`src/rtl/rv32i_prefetch_ifu.sv`:
```
// RV32I instruction prefetch unit: single-outstanding fetcher feeding a DEPTH-entry
// {pc,instr} queue, with redirect flush and a DISCARD state that swallows stale acks.
module rv32i_prefetch_ifu #(
  parameter int          DEPTH    = 4,
  parameter logic [31:0] RESET_PC = 32'h0000_0000
) (
  input  logic        clk,
  input  logic        RN,
  output logic        imem_req,
  output logic [31:0] imem_addr,
  input  logic        imem_ack,
  input  logic [31:0] imem_rdata,
  output logic        dec_valid,
  input  logic        dec_ready,
  output logic [31:0] dec_instr,
  output logic [31:0] dec_pc,
  input  logic        redirect_valid,
  input  logic [31:0] redirect_pc
);

  localparam int AW = (DEPTH > 1) ? $clog2(DEPTH) : 1;
  localparam int CW = $clog2(DEPTH + 1);
  localparam logic [CW-1:0] FULL = CW'(DEPTH);

  localparam logic [1:0] S_IDLE    = 2'd0;
  localparam logic [1:0] S_WAIT    = 2'd1;
  localparam logic [1:0] S_DISCARD = 2'd2;

  logic [1:0]    state;
  logic [31:0]   fpc;
  logic [CW-1:0] count;
  logic [AW-1:0] rd_ptr;
  logic [AW-1:0] wr_ptr;
  logic          run;

  logic [31:0] q_pc    [DEPTH];
  logic [31:0] q_instr [DEPTH];

  logic pop;
  logic ack;
  logic push;
  logic can_issue;

  assign dec_valid = (count != '0);
  assign dec_pc    = q_pc[rd_ptr];
  assign dec_instr = q_instr[rd_ptr];

  assign pop  = dec_valid & dec_ready;
  // An ack only means something while a request is actually outstanding.
  assign ack  = imem_ack & imem_req;
  assign push = (state == S_WAIT) & ack & ~redirect_valid;

  // In IDLE nothing is in flight, so only the pop can change occupancy this cycle.
  assign can_issue = run & ((count - CW'(pop)) < FULL);

  // NOTE: sequential state uses non-blocking assignments so every flop samples
  // pre-edge values; blocking here would create order-dependent simulation.
  always_ff @(posedge clk or negedge RN) begin
    if (!RN) begin
      state     <= S_IDLE;
      fpc       <= RESET_PC;
      count     <= '0;
      rd_ptr    <= '0;
      wr_ptr    <= '0;
      run       <= 1'b0;
      imem_req  <= 1'b0;
      imem_addr <= RESET_PC;
    end else begin
      // run delays the first request to the second edge after reset release.
      run <= 1'b1;
      if (redirect_valid) begin
        count  <= '0;
        rd_ptr <= '0;
        wr_ptr <= '0;
        fpc    <= redirect_pc & ~32'h3;
        case (state)
          S_WAIT: begin
            if (ack) begin
              imem_req <= 1'b0;
              state    <= S_IDLE;
            end else begin
              state <= S_DISCARD;
            end
          end
          S_DISCARD: begin
            if (ack) begin
              imem_req <= 1'b0;
              state    <= S_IDLE;
            end
          end
          default: state <= S_IDLE;
        endcase
      end else begin
        case (state)
          S_IDLE: begin
            if (can_issue) begin
              imem_req  <= 1'b1;
              imem_addr <= fpc;
              state     <= S_WAIT;
            end
          end
          S_WAIT: begin
            if (ack) begin
              fpc      <= fpc + 32'd4;
              imem_req <= 1'b0;
              state    <= S_IDLE;
            end
          end
          S_DISCARD: begin
            if (ack) begin
              imem_req <= 1'b0;
              state    <= S_IDLE;
            end
          end
          default: begin
            imem_req <= 1'b0;
            state    <= S_IDLE;
          end
        endcase
        count  <= count + CW'(push) - CW'(pop);
        wr_ptr <= wr_ptr + AW'(push);
        rd_ptr <= rd_ptr + AW'(pop);
      end
    end
  end

  // NOTE: queue storage is deliberately not reset; count gates dec_valid, so stale
  // contents are never observed and the array can map onto plain RAM/flops.
  always_ff @(posedge clk) begin
    if (push) begin
      q_pc[wr_ptr]    <= fpc;
      q_instr[wr_ptr] <= imem_rdata;
    end
  end

endmodule

```
`config.mk`:
```
export PLATFORM = sky130hd
export DESIGN_NAME = rv32i_prefetch_ifu
export DESIGN_NICKNAME = d
export VERILOG_FILES = /design/src/rtl/rv32i_prefetch_ifu.sv
export SDC_FILE = /design/constraint.sdc
export NUM_CORES = 1
export LEC_CHECK = 0
export CAP_MARGIN = 5
export CORE_MARGIN = 10
export CORE_UTILIZATION = 39
export CTS_CLUSTER_DIAMETER = 30
export DETAILED_ROUTE_END_ITERATION = 8
export PLACE_DENSITY = 0.67
export SETUP_SLACK_MARGIN = 0.3
export SLEW_MARGIN = 40
export SYNTH_ARGS = -nofsm -noshare
export SYNTH_HDL_FRONTEND = slang
export SYNTH_SLANG_ARGS = --single-unit
```
`constraint.sdc`:
```
create_clock -name clk -period 7.66 [get_ports clk]
set_clock_uncertainty 0.1 [all_clocks]
set_input_delay 1.532 -clock clk [delete_from_list [all_inputs] [get_ports clk]]
set_output_delay 1.532 -clock clk [all_outputs]
set_load 0.1 [all_outputs]
```
; Yosys cells after proc, flatten, opt, wreduce, memory -nomap -nowiden
; Memory sizes are Yosys's and may differ from the RTL's.
; Index checks and enable logic that the tools add are counted.
[classes]
add_sub_neg = 6
order_cmp = 1
eq_ne = 4
n_mux = 19
bitwise = 6
n_reduce_logical = 8
[ops]
columns = operator, n
row1 = $mux 32, 3
row2 = $add 32x3->32 const B, 1
row3 = $mux 2, 6
row4 = $pmux 2 s2, 2
row5 = $mux 1, 6
row6 = $sub 3x1->3, 2
row7 = $and 1x1->1, 5
row8 = $add 2x1->2, 2
row9 = $reduce_and 2->1, 2
row10 = $reduce_bool 2->1, 2
row11 = $add 3x1->3, 1
row12 = $lt 3x3->1 const B, 1
row13 = $mux 3, 1
row14 = $ne 3x3->1 const B, 1
row15 = $reduce_and 3->1, 1
row16 = $reduce_bool 3->1, 1
row17 = $eq 2x1->1 const B, 1
row18 = $eq 2x2->1 const B, 1
row19 = $logic_not 2->1, 1
row20 = $ne 2x2->1 const B, 1
row21 = $pmux 1 s2, 1
row22 = $reduce_or 2->1, 1
row23 = $not 1->1, 1
[word_totals]
register_bits = 75
ram_bits = 256
inputBits = 69
word_cells = 54
n_memories = 2
[mem_list]
columns = memory, words, word_bits, rd, rd_ports_with_merged_regs, wr, line_no
row1 = q_instr, 4, 32, 1, 0, 1, 37  ; logic [31:0] q_instr [DEPTH];
row2 = q_pc, 4, 32, 1, 0, 1, 36  ; logic [31:0] q_pc [DEPTH];

; Depth between registers and ports, before layout
; Gate-level depths: netlist (run 1).
[depth]
ltp_word = 8
depth_mapped = 12
depth_no_buf = 12

; Least setup slack after synthesis (run 1)
; No wires, ideal clock.
[synth_path]
path_type = input to register
startpoint = in redirect_valid
endpoint = mem q_instr[2][0] (enable)
setup_ns = 0.571
arrival_time_ns = 6.546
path_slack_ns = 0.443
stages = 4
n_path_buf = 1
cell_sequence = clkbuf_1 -> nor2_1 -> inv_1 -> nor3b_1
[synth_via]
elab_chain_cells = 4
[synth_lines]
columns = item, line_no
row1 = start: declaration, 17  ; input logic redirect_valid,
row2 = $not 1->1 (no line), --
row3 = $and 1x1->1, 51  ; assign push = (state == S_WAIT) & ack & ~redirect_valid;
row4 = $mux 1, 130  ; if (push) begin
row5 = $mux 1 (implied by the code), 132  ; q_instr[wr_ptr] <= imem_rdata;
row6 = end: declaration, 37
; No other way between the ends.

; Worst setup path after layout (run 1)
[layout_path]
startpoint = reg rd_ptr[0]
endpoint = out dec_instr[28]
[layout_via]
elab_chain_cells = 1
[layout_lines]
columns = item, line_no
row1 = start: declaration, 32  ; logic [AW-1:0] rd_ptr;
row2 = start signal: assignment, 122  ; rd_ptr <= rd_ptr + AW'(pop);
row3 = $mem_v2 4x32, --
row4 = end: declaration, 15  ; output logic [31:0] dec_instr,
; No other way between the ends.

==> flow_summary.json, run 1 <==
{
  "dpl.hpwl_um": 18200,
  "wl_um": 28900,
  "vias": 6971,
  "rsz0062_at_grt": "false",
  "yosysSeqAreaShare_pct": 73.6,
  "netlist_area_sq_um": 12500,
  "clockBufferDepth": 3,
  "dr.pass1.iters": 4,
  "ys.warnings.count": 0,
  "synth_edf_count": 248,
  "layout-drive-gt1-share_pct": 34.8,
  "die-area_sq_um": 39700,
  "fin_nets": 957,
  "drtIter0Drc": 468,
  "antenna_found_initial": 0,
  "yosys-top-cells-count": "edfxtp_1 (248), dfrtp_1 (71), mux4_2 (62), mux2_2 (31), nand2_1 (26)",
  "synth_area_per_cell_sq_um": 18.8,
  "p_seq_share_pct": 29.0,
  "clock_latency_ns": 0.54,
  "grt_usage_pct": 14.7,
  "p_comb_share_pct": 31.8,
  "regArea_sq_um": 9230,
  "diodes": 0,
  "hold_viol": 0,
  "die_h_um": 199,
  "power.switching_uw": 2890,
  "rows": 65,
  "core-area_sq_um": 31600,
  "vdd_drop_max_mv": 0.268,
  "drtAntennaViolNets": 0,
  "drc": 0,
  "yosysTopAreaCell": "edfxtp_1",
  "n_fill_cell": 2558,
  "cts.sinks": 319,
  "overflow": 0,
  "syn_inst": 666,
  "setup_violations": 0,
  "grt_pass1_wl_um": 44600,
  "setup_tns_ns": 0,
  "grt_pass1_vias": 7473,
  "path_clk_slew_ns": 0.05,
  "htreeDepth": 3,
  "cellLeakagePower_uw": 0.00583,
  "worst_setup_path_end_kind": "output port",
  "relSlewSlack_pct": 51.1,
  "worstSetupPathType": "reg2out",
  "start_kind": "flip-flop",
  "status": "finished, final reports clean",
  "async_flop_share_pct": 22.3,
  "yosysMostFrequentCell": "edfxtp_1",
  "fmax_mhz": 237,
  "worst_ep_arrival_time_ns": 2.58,
  "cap_viol_max_count": 0,
  "power.density_nw_per_um2": 447,
  "ys_ff_latch": 319,
  "worst_pin_slew_ns": 0.733,
  "period_share_pct": 55.0,
  "synthTopCellsByArea": "edfxtp_1 (59%), dfrtp_1 (14%), mux4_2 (11%)",
  "place_area_sq_um": 14200,
  "yosys_most_used_dff": "edfxtp_1",
  "io_pins": 167,
  "start_util_pct": 39.6,
  "cts_root_buffer": "clkbuf_16",
  "area_growth_pct": 31.9,
  "worst_ep_required_time_ns": 6.03,
  "io_buffers": 160,
  "gp_congestion": 0.783,
  "switching_share_pct": 39.1,
  "die_w_um": 199,
  "crit_fanout": 21,
  "cts_setup_buffers": 0,
  "fin_area_sq_um": 16500,
  "cts_tree": "yes",
  "hold_class": "reg2reg",
  "final.min_clock_period_ns": 4.21,
  "multiInputGateArea_sq_um": 3150,
  "grt_start_max_net_pins": 63,
  "yosys.area.top_type_share_pct": 59.4,
  "postCtsHoldBufs": 0,
  "p_clk_share_pct": 39.2,
  "post_cts_resized": 0,
  "synthDistinctLibCells": 51,
  "cts_buffers": 68,
  "power.internal_uw": 4500,
  "wl_per_cell_um": 21.7,
  "viasPerCell": 5.23,
  "final_max_slew_viol_count": 0
}
-- power groups by stage --
stage	Combinational [uW]	Sequential, uW	Clock [uW]
final	2350	2140	2890
after global routing	2440	2170	3040
after detailed placement	2370	2180	0
after floorplan	1380	2720	0
after CTS	2380	2150	2950
after global placement	2460	2240	0
-- layout make-up --
cell class | instances | share of cell area [%]
clock inverter | 46 | 3.36
tap | 402 | 3.04
multi-input combinational | 307 | 19.0
timing repair buffer | 172 | 7.92
sequential | 319 | 55.8
clock buffer | 76 | 10.6
inverter | 10 | 0.235
-- critical path, cell delays in order (launching register included) --
cell	delay, ns
dfrtp_4	0.64
buf_4	0.48
mux4_2	0.58
buf_2	0.31
-- layout by cell type, fill, tap and decap left out, drive strengths merged, types with 2 or more instances in the layout --
master	n
edfxtp	248
buf	107
clkbuf	76
dfrtp	71
clkdlybuf4s50	65
mux4	62
mux2	31
nand2	26
nor2	25
clkinv	24
nand3	17
o21ai	16
inv	16
a31oi	15
nand4	13
o31ai	12
or4	11
bufinv	10
ha	9
xnor2	8
xor2	8
clkinvlp	6
and4	6
and3	6
nor2b	5
conb	5
or3	4
a21oi	4
nor3	3
and2	2
mux2i	2
o22ai	2
a22oi	2
nor4	2
nand4b	2
-- sequential cells by signal (all words and copies together), names as in the netlist --
| register | flops |
|---|---|
| q_instr | 128 |
| run | 1 |
| state | 2 |
| q_pc | 120 |
| wr_ptr | 2 |
| count | 3 |
| rd_ptr | 2 |
| imem_req | 1 |
| imem_addr | 30 |
| fpc | 30 |
-- metal layers --
metal  wire length (um)  share of wire [%]  track usage, %
met1              12400                 43            19.2
met2              13800                 48            23.1
met3               2010                7.0            4.15
met4                648                2.2            5.23
met5                  0                  0               0
-- path summary, 6_finish.rpt --
path / endpoint / from / cells after the start / slack (ns)
max in group asynchronous: rd_ptr[1] / RN / 2 / 5.64
worst max-delay path: dec_instr[28] / rd_ptr[0] / 3 / 3.45
worst max register to register: q_pc[1][29] / state[1] / 7 / 4.54
min in group asynchronous: imem_addr[23] / RN / 1 / 0.78
worst min-delay path: imem_addr[2] / imem_addr[2] / 1 / 0.40
worst min register to register: imem_addr[2] / imem_addr[2] / 1 / 0.40
-- logic make-up after synthesis --
kind of cell | synth area share, %
adders and majority gates | 1.06
and+or+nand+nor | 5.65
buffers and inverters | 1.72
DFF | 73.6
muxes | 14.1
AOI/OAI and AO/OA | 2.75
xor gates and xnor gates | 1.12
other | 0.0599
-- stage by stage --
stage	std cells	hold WS, ns	worst slack (ns)	util [%]	total power (uW)
finish	1332	0.398	3.45	52.3	7390
global placement	1204	0.388	2.66	46.0	4690
global route	1332	0.414	3.28	52.3	7650
floorplan	669	0.397	0.443	-	4100
CTS	1332	0.404	3.35	52.3	7470
detailed placement	1210	0.388	3.18	45.0	4550
(Power assumes the default switching activity.)
==> run 2: changes to the inputs <==
Settings changed: PLACE_DENSITY 0.67 to 0.69.
Clock period 7.66 ns to 3.7 ns, I/O delays scaled along.
==> flow_summary.json, run 2 (synthesized netlist as in run 1, its figures left out) <==
{
  "reg2reg_to": "count[2]",
  "cts_buffers": 66,
  "hold_viol": 0,
  "io_pins": 167,
  "n_fill_cell": 2531,
  "overflow": 0,
  "r2r_cells": 12,
  "worst_setup_path_end_kind": "output port",
  "gp_congestion": 0.742,
  "layout-drive-gt1-share_pct": 35.2,
  "crit_path_start": "rd_ptr[1]",
  "die_h_um": 199,
  "wl_um": 28700,
  "antenna_found_initial": 0,
  "dpl.hpwl_um": 18100,
  "multiInputGateArea_sq_um": 3150,
  "fin_ws_ns": 0.635,
  "hold_class": "in2async",
  "worst_ep_required_time_ns": 2.86,
  "status": "finished, final reports clean",
  "r2r_slack_ns": 1.01,
  "grt_start_max_net_pins": 72,
  "drc": 0,
  "dr.pass1.iters": 4,
  "path_clk_slew_ns": 0.04,
  "grt_pass1_wl_um": 44800,
  "post-place-ws_ns": 0.414,
  "postCtsHoldBufs": 0,
  "regArea_sq_um": 9240,
  "area_growth_pct": 33.2,
  "cts_setup_buffers": 0,
  "diodes": 0,
  "layout_commonest_cell": "edfxtp_1",
  "relSlewSlack_pct": 54.5,
  "regMostFlops": "q_instr",
  "setup_tns_ns": 0,
  "power.density_nw_per_um2": 923,
  "crit_fanout": 37,
  "period_share_pct": 82.8,
  "grt_usage_pct": 14.7,
  "worst_pin_slew_ns": 0.682,
  "top_regs": "q_instr (128), q_pc (120)",
  "drtIter0Drc": 378,
  "start_kind": "flip-flop",
  "grt_pass1_vias": 7634,
  "fmax_mhz": 326,
  "post_cts_resized": 0,
  "io_buffers": 160,
  "wl_per_cell_um": 21.5,
  "vias": 6922,
  "final_cell_mix": "edfxtp_1 (248), buf_4 (78), dfrtp_1 (68)",
  "final.min_clock_period_ns": 3.07,
  "htreeDepth": 3,
  "start_util_pct": 39.6,
  "cts.sinks": 319,
  "dp_cells": 1214,
  "rows": 65,
  "cap_viol_max_count": 0,
  "die-area_sq_um": 39700,
  "reg2reg_from": "state[1]",
  "vdd_drop_max_mv": 0.767,
  "die_w_um": 199,
  "worst_ep_arrival_time_ns": 2.23,
  "core-area_sq_um": 31600,
  "cellLeakagePower_uw": 0.00589,
  "cts_root_buffer": "clkbuf_16",
  "rsz0062_at_grt": "false",
  "worstSetupPathType": "reg2out",
  "setup_violations": 0,
  "final_max_slew_viol_count": 0,
  "cts_tree": "yes",
  "fin_nets": 959,
  "clockBufferDepth": 3,
  "largest_register_ffs": 128,
  "clock_latency_ns": 0.53,
  "drtAntennaViolNets": 0,
  "viasPerCell": 5.19,
  "stdcell_count": 1335
}
==> run 2: cell types whose count changed in the layout (fill, tap and decap cells not counted), moves of 2 or more <==
cell,previous run,this run
clkinv_2,9,5
clkbuf_16,68,66
clkinv_8,3,1
clkinv_4,3,6
inv_6,7,10
buf_4,5,78
clkbuf_8,2,4
clkinvlp_4,6,4
buf_2,94,26
==> run 2: area by class of cell <==
type / count / share of cell area, %
flip-flops and latches: 319 / 55.3
multi-input cells: 307 / 18.8
clock buffers: 77 / 10.4
repair buffers: 176 / 8.97
clock inverters: 44 / 3.29
well taps: 402 / 3.01
inverters: 10 / 0.225
==> run 2: worst max-delay path by stage <==
stage	to	slack [ns]
after floorplan	q_instr[2][0]	0.31
after global placement	count[2]	0.46
after detailed placement	count[2]	0.41
after CTS	dec_pc[11]	0.56
after global routing	dec_pc[11]	0.51
final	dec_pc[11]	0.63
==> run 2: per-layer routing <==
layer  vias to the layer above  GRT usage (%)  wire (um)
li1                       3137              -          -
met5                         -              0          0
met2                       212           23.3      14000
met1                      3534           19.0      12100
met3                        39           4.79       2250
met4                         0           4.01        330
==> run 2: stage by stage <==
stage | hold WS, ns | power (uW) | instance area, sq um | utilization [%]
after CTS | 0.138 | 15600 | 16700 | 52.8
final | 0.108 | 15400 | 16700 | 52.8
after detailed placement | 0.388 | 9580 | 14400 | 45.6
after global placement | 0.389 | 9690 | 14500 | 46.0
after floorplan | 0.344 | 8490 | 12600 | -
after global routing | 0.160 | 16000 | 16700 | 52.8
==> run 2: power breakdown <==
group	internal, uW	leakage, uW	switching, uW
logic	1180	0.00172	3840
clock network	4070	0.00111	1890
registers	4170	0.00306	267
total	9420	0.00589	6000
==> run 2: worst max-delay path, stage by stage (launching register included) <==
cell and delay [ns]:
dfrtp_4 0.72, buf_12 0.31, mux4_2 0.39, buf_4 0.26
